**src/rtl/accum_deskew_fifo.sv**
```systemverilog
// accum_deskew_fifo: realigns skewed systolic accumulator lanes into rows and buffers them in a FIFO
`timescale 1ns/1ps
module accum_deskew_fifo #(
  parameter int OC0   = 4,
  parameter int DEPTH = 4
) (
  input  logic                clk,
  input  logic                rst_n,
  input  logic                en,
  input  logic                in_valid,
  input  logic [32*OC0-1:0]   accum_in_chained,
  output logic                out_valid,
  input  logic                out_ready,
  output logic [32*OC0-1:0]   ofmap_dat_chained,
  output logic                full,
  output logic                overflow
);
  localparam int AW = $clog2(DEPTH);
  logic [32*OC0-1:0] aligned;
  logic              v_out;
  genvar g;
  // lane j arrives j cycles after lane 0, so it waits OC0-1-j stages to line up with the last lane
  for (g = 0; g < OC0; g++) begin : g_lane
    localparam int D = OC0 - 1 - g;
    if (D == 0) begin : g_pass
      assign aligned[32*g +: 32] = accum_in_chained[32*g +: 32];
    end else begin : g_dly
      logic [31:0] sr [D];
      always_ff @(posedge clk or negedge rst_n) begin
        if (!rst_n) begin
          for (int i = 0; i < D; i++) sr[i] <= '0;
        end else if (en) begin
          sr[0] <= accum_in_chained[32*g +: 32];
          for (int i = 1; i < D; i++) sr[i] <= sr[i-1];
        end
      end
      assign aligned[32*g +: 32] = sr[D-1];
    end
  end
  if (OC0 == 1) begin : g_vnone
    assign v_out = in_valid;
  end else begin : g_vpipe
    logic [OC0-2:0] vp;
    always_ff @(posedge clk or negedge rst_n) begin
      if (!rst_n) begin
        vp <= '0;
      end else if (en) begin
        vp[0] <= in_valid;
        for (int i = 1; i < OC0 - 1; i++) vp[i] <= vp[i-1];
      end
    end
    assign v_out = vp[OC0-2];
  end
  logic [AW-1:0]     wp, rp;
  logic [AW:0]       cnt;
  logic [32*OC0-1:0] mem [DEPTH];
  logic              push, pop, wr;
  assign push = v_out & en;
  assign pop  = out_valid & out_ready;
  // a full FIFO still takes a row when the head leaves on the same edge
  assign wr   = push & (~full | pop);
  always_ff @(posedge clk or negedge rst_n) begin
    if (!rst_n) begin
      wp       <= '0;
      rp       <= '0;
      cnt      <= '0;
      overflow <= 1'b0;
    end else begin
      if (wr) wp <= wp + 1'b1;
      if (pop) rp <= rp + 1'b1;
      cnt <= cnt + (AW+1)'(wr) - (AW+1)'(pop);
      if (push & full & ~pop) overflow <= 1'b1;
    end
  end
  always_ff @(posedge clk) begin
    if (wr) mem[wp] <= aligned;
  end
  assign out_valid         = cnt != '0;
  assign full              = cnt == (AW+1)'(DEPTH);
  assign ofmap_dat_chained = out_valid ? mem[rp] : '0;
endmodule
```
**config.mk**
```make
export PLATFORM = sky130hd
export DESIGN_NAME = accum_deskew_fifo
export DESIGN_NICKNAME = d
export VERILOG_FILES = /design/src/rtl/accum_deskew_fifo.sv
export SDC_FILE = /design/constraint.sdc
export NUM_CORES = 1
export LEC_CHECK = 0
export ABC_AREA = 0
export BUFFER_PORTS_ARGS = -buffer_cell sky130_fd_sc_hd__buf_2
export CORE_ASPECT_RATIO = 0.7
export CORE_UTILIZATION = 45
export DETAILED_ROUTE_END_ITERATION = 12
export PLACE_DENSITY_LB_ADDON = 0.25
export SETUP_SLACK_MARGIN = 0.15
export SLEW_MARGIN = 25
export SYNTH_ARGS = -nofsm -noshare
export SYNTH_HDL_FRONTEND = slang
export SYNTH_SLANG_ARGS = --single-unit
```
**constraint.sdc**
```tcl
create_clock -name clk -period 8.36 [get_ports clk]
set_input_delay 1.254 -clock clk [delete_from_list [all_inputs] [get_ports clk]]
set_output_delay 1.254 -clock clk [all_outputs]
set_load 0.02 [all_outputs]
```
==> impl_metrics.py <==
metrics = {
    "clock_network": {
        "cts_tree": "yes",
        "cts.root.buffer_cell": "sky130_fd_sc_hd__clkbuf_16",
        "numClockSinks": 715,
        "worst_skew_pair.late_latency_ns": 0.59,
        "cts_max_path_buffers": 3,
        "cts_hold_buf": 0,
        "cts_max_level": 3,
        "worst_setup_hold_path_clk_slew_ns": 0.07,
        "tritoncts.num_buffers": 69,
        "post_cts_resize_count": 0,
        "cts.repair_timing.setup_buffer_count": 0,
    },
    "floorplan": {
        "ios": 264,
        "design.die.area_sq_um": 60900,
        "placement_rows": 74,
        "starting_density_pct": 45.9,
        "die_width_um": 294,
        "fp.coreArea_sq_um": 58700,
        "dieHeight_um": 207,
    },
    "worst_setup_path": {
        "r2r_start": "cnt[2]$_DFF_PN0_",
        "r2r.worst_path.cells": 4,
        "required_arrival_time_at_the_worst_endpoint_ns": 7.11,
        "worst_setup_path_endpoint": "ofmap_dat_chained[29]",
        "worst_setup_path_start_kind": "flop",
        "worst-setup-path-type": "reg2out",
        "timing.rr.end": "mem[0][35]$_DFFE_PP_",
        "ff2ff_setup_slack_ns": 5.00,
        "timing.critical_path.to_type": "output pin",
        "arrival_ns": 3.22,
        "worstPathMaxFanout": 71,
        "crit_path_start": "rp[0]$_DFFE_PN0N_",
    },
    "synth": {
        "synth_flop_cell": "sky130_fd_sc_hd__edfxtp_1",
        "synth_area_leaders": "sky130_fd_sc_hd__edfxtp_1 57%, sky130_fd_sc_hd__dfrtp_1 19%, sky130_fd_sc_hd__mux4_2 11%, sky130_fd_sc_hd__mux2_2 8.2%, sky130_fd_sc_hd__and2_1 3.1%",
        "most_frequent_cell_after_synthesis": "sky130_fd_sc_hd__edfxtp_1",
        "syn_area_sq_um": 26900,
        "synthTopCellsByCount": "512 x sky130_fd_sc_hd__edfxtp_1, 203 x sky130_fd_sc_hd__dfrtp_1, 197 x sky130_fd_sc_hd__mux2_2, 132 x sky130_fd_sc_hd__and2_1, 128 x sky130_fd_sc_hd__mux4_2",
        "ys_async_sr_fraction_pct": 28.4,
        "netlist.top_cell.by_area": "sky130_fd_sc_hd__edfxtp_1",
        "yosysWarnings": 0,
        "syn-num-nets": 1401,
        "synth_edf_count": 512,
        "yosys.cell_types.count": 21,
        "avgSynthCellArea_sq_um": 21.4,
        "yosysSeqAreaShare_pct": 75.9,
        "synth_top_cell_area_share_pct": 57.1,
        "postSynthRegisterBits": 715,
        "synthCells": 1262,
    },
    "pwr": {
        "comb_power_share_pct": 27.5,
        "clkPwrFrac_pct": 29.2,
        "p_seq_share_pct": 43.3,
        "power.share.switching_pct": 30.1,
        "cell_internal_pwr_mw": 7.46,
        "p_sw_mw": 3.21,
        "leakagePower_nw": 11.3,
        "p_total_mw": 10.7,
        "pwr_density_cell_nw_per_um2": 340,
        "ir_drop_mv": 0.169,
    },
    "timing": {
        "final.setup_skew_ns": 0.0311,
        "timing.fmax_mhz": 223,
        "timing.final.crit_share_pct": 53.5,
        "count_of_pins_over_their_slew_limit": 0,
        "min_period_ns": 4.48,
        "setup-violations-final": 0,
        "final_hold_violation_count": 0,
        "timing_worst_slew_pin_value_ns": 1.01,
        "finalSetupTns_ns": 0,
        "unrepaired_setup_endpoints_after_global_routing": "no",
        "timing.max_slew.rel_slack_pct": 32.4,
    },
    "route": {
        "routed_via_density": 5.16,
        "antenna_violating_nets_post_route": 0,
        "drtIter0Drc": 620,
        "post_detailed_route_wirelength_per_cell_um": 20.9,
        "vias": 12400,
        "total_length_of_routed_wires_mm": 50.3,
        "drt-pass1-iter-count": 5,
        "drc": 0,
    },
    "finish": {
        "layout.area.seq_sq_um": 20500,
        "layout.core_utilization_pct": 53.4,
        "area_delta_synth_final_pct": 16.4,
        "final_nets": 1686,
        "finish.cell_count_without_fillers": 2401,
        "multi_input_gate_area_sq_um": 6110,
        "fillerInstances": 4648,
        "drive_gt1_share_pct": 44.6,
    },
    "run_status": {
        "outcome": "finished, final reports clean",
    },
    "placement": {
        "globalplace.congestion": 0.689,
        "placed_cells": 2274,
        "hpwlAfterDp_mm": 28.4,
        "port-buffer-count": 263,
    },
    "global_routing": {
        "track_usage_pct": 16.9,
        "grt_ovf": 0,
        "grt_max_degree": 83,
        "grt_antenna_before_repair": 5,
        "grt_first_pass_wirelength_mm": 77.0,
        "first_global_vias": 12900,
    },
    "job": {
        "max_cap_violations": 0,
    },
    "hold_path": {
        "hold_path_class": "reg2reg",
    },
}
[cells in the final DEF (no fill, tap or decap), types with 13 or more instances in the layout]
cell                          n
sky130_fd_sc_hd__dfrtp_1    201
sky130_fd_sc_hd__edfxtp_1   512
sky130_fd_sc_hd__clkbuf_16   71
sky130_fd_sc_hd__clkbuf_1    13
sky130_fd_sc_hd__buf_4       16
sky130_fd_sc_hd__mux2_2     197
sky130_fd_sc_hd__mux4_2     128
sky130_fd_sc_hd__buf_2      261
sky130_fd_sc_hd__and2_1     128
[per-stage QoR]
stage / setup slack [ns] / cell area [sq um] / hold slack, ns
after global routing: 3.61 / 31400 / 0.499
after floorplan: 3.07 / 26900 / 0.472
after global placement: 3.68 / 29100 / 0.452
after CTS: 3.73 / 31400 / 0.488
final: 3.88 / 31400 / 0.483
after detailed placement: 3.56 / 29100 / 0.475
[registers in the layout (all words and copies together) (netlist names)]
| name | cells |
|---|---|
| aligned | 64 |
| cnt | 3 |
| g_lane.g_dly.sr | 128 |
| g_vpipe.vp | 3 |
| mem | 512 |
| overflow | 1 |
| rp | 2 |
| wp | 2 |
[critical path: stages, from the launching register on]
cell,delay (ns)
sky130_fd_sc_hd__dfrtp_4,0.98
sky130_fd_sc_hd__buf_12,0.55
sky130_fd_sc_hd__mux4_2,0.59
sky130_fd_sc_hd__and2_1,0.20
sky130_fd_sc_hd__buf_2,0.17
[power groups by stage]
stage                     combinational, mW  sequential [mW]  clock [mW]
after detailed placement               3.01             4.71           0
final                                  2.93             4.62        3.12
after floorplan                        2.20             4.56           0
after global placement                 3.00             4.68           0
after global routing                   3.17             4.69        3.33
after CTS                              3.02             4.64        3.19
[logic make-up after synthesis]
kind of cell	after synthesis	synth area share, %
AO/OA/AOI/OAI	3	0.0743
flip-flops	715	75.9
AND/OR/NAND/NOR	137	3.16
multiplexers	325	18.9
buffers and inverters	71	1.45
XOR/XNOR	5	0.163
adder cells (fa/ha/maj)	6	0.306
[routing by layer]
metal | up-vias | wire length (um) | global-route usage (%)
met5 | - | 23 | 0
met4 | 4 | 740 | 4.04
met3 | 68 | 2750 | 3.77
met2 | 263 | 24900 | 27.6
met1 | 6515 | 21900 | 23.4
li1 | 5531 | - | -
[layout make-up]
cell class              instances  area share, %
flip-flops and latches        715           65.3
diodes                          2         0.0160
clock inverters                36           1.23
inverters                       5         0.0599
multi-input cells             476           19.5
well taps                     798           3.18
repair buffers                280           4.70
clock buffers                  89           6.04
[worst min-delay path by stage]
stage,start,endpoint,cells past startpoint
after floorplan,aligned[0]$_DFFE_PN0P_,mem[0][0]$_DFFE_PP_,0
after global placement,overflow$_DFFE_PN0P_,overflow$_DFFE_PN0P_,1
after detailed placement,overflow$_DFFE_PN0P_,overflow$_DFFE_PN0P_,1
after CTS,overflow$_DFFE_PN0P_,overflow$_DFFE_PN0P_,1
after global routing,overflow$_DFFE_PN0P_,overflow$_DFFE_PN0P_,1
final,overflow$_DFFE_PN0P_,overflow$_DFFE_PN0P_,1
Note: power is estimated with default switching activity, not from simulation.
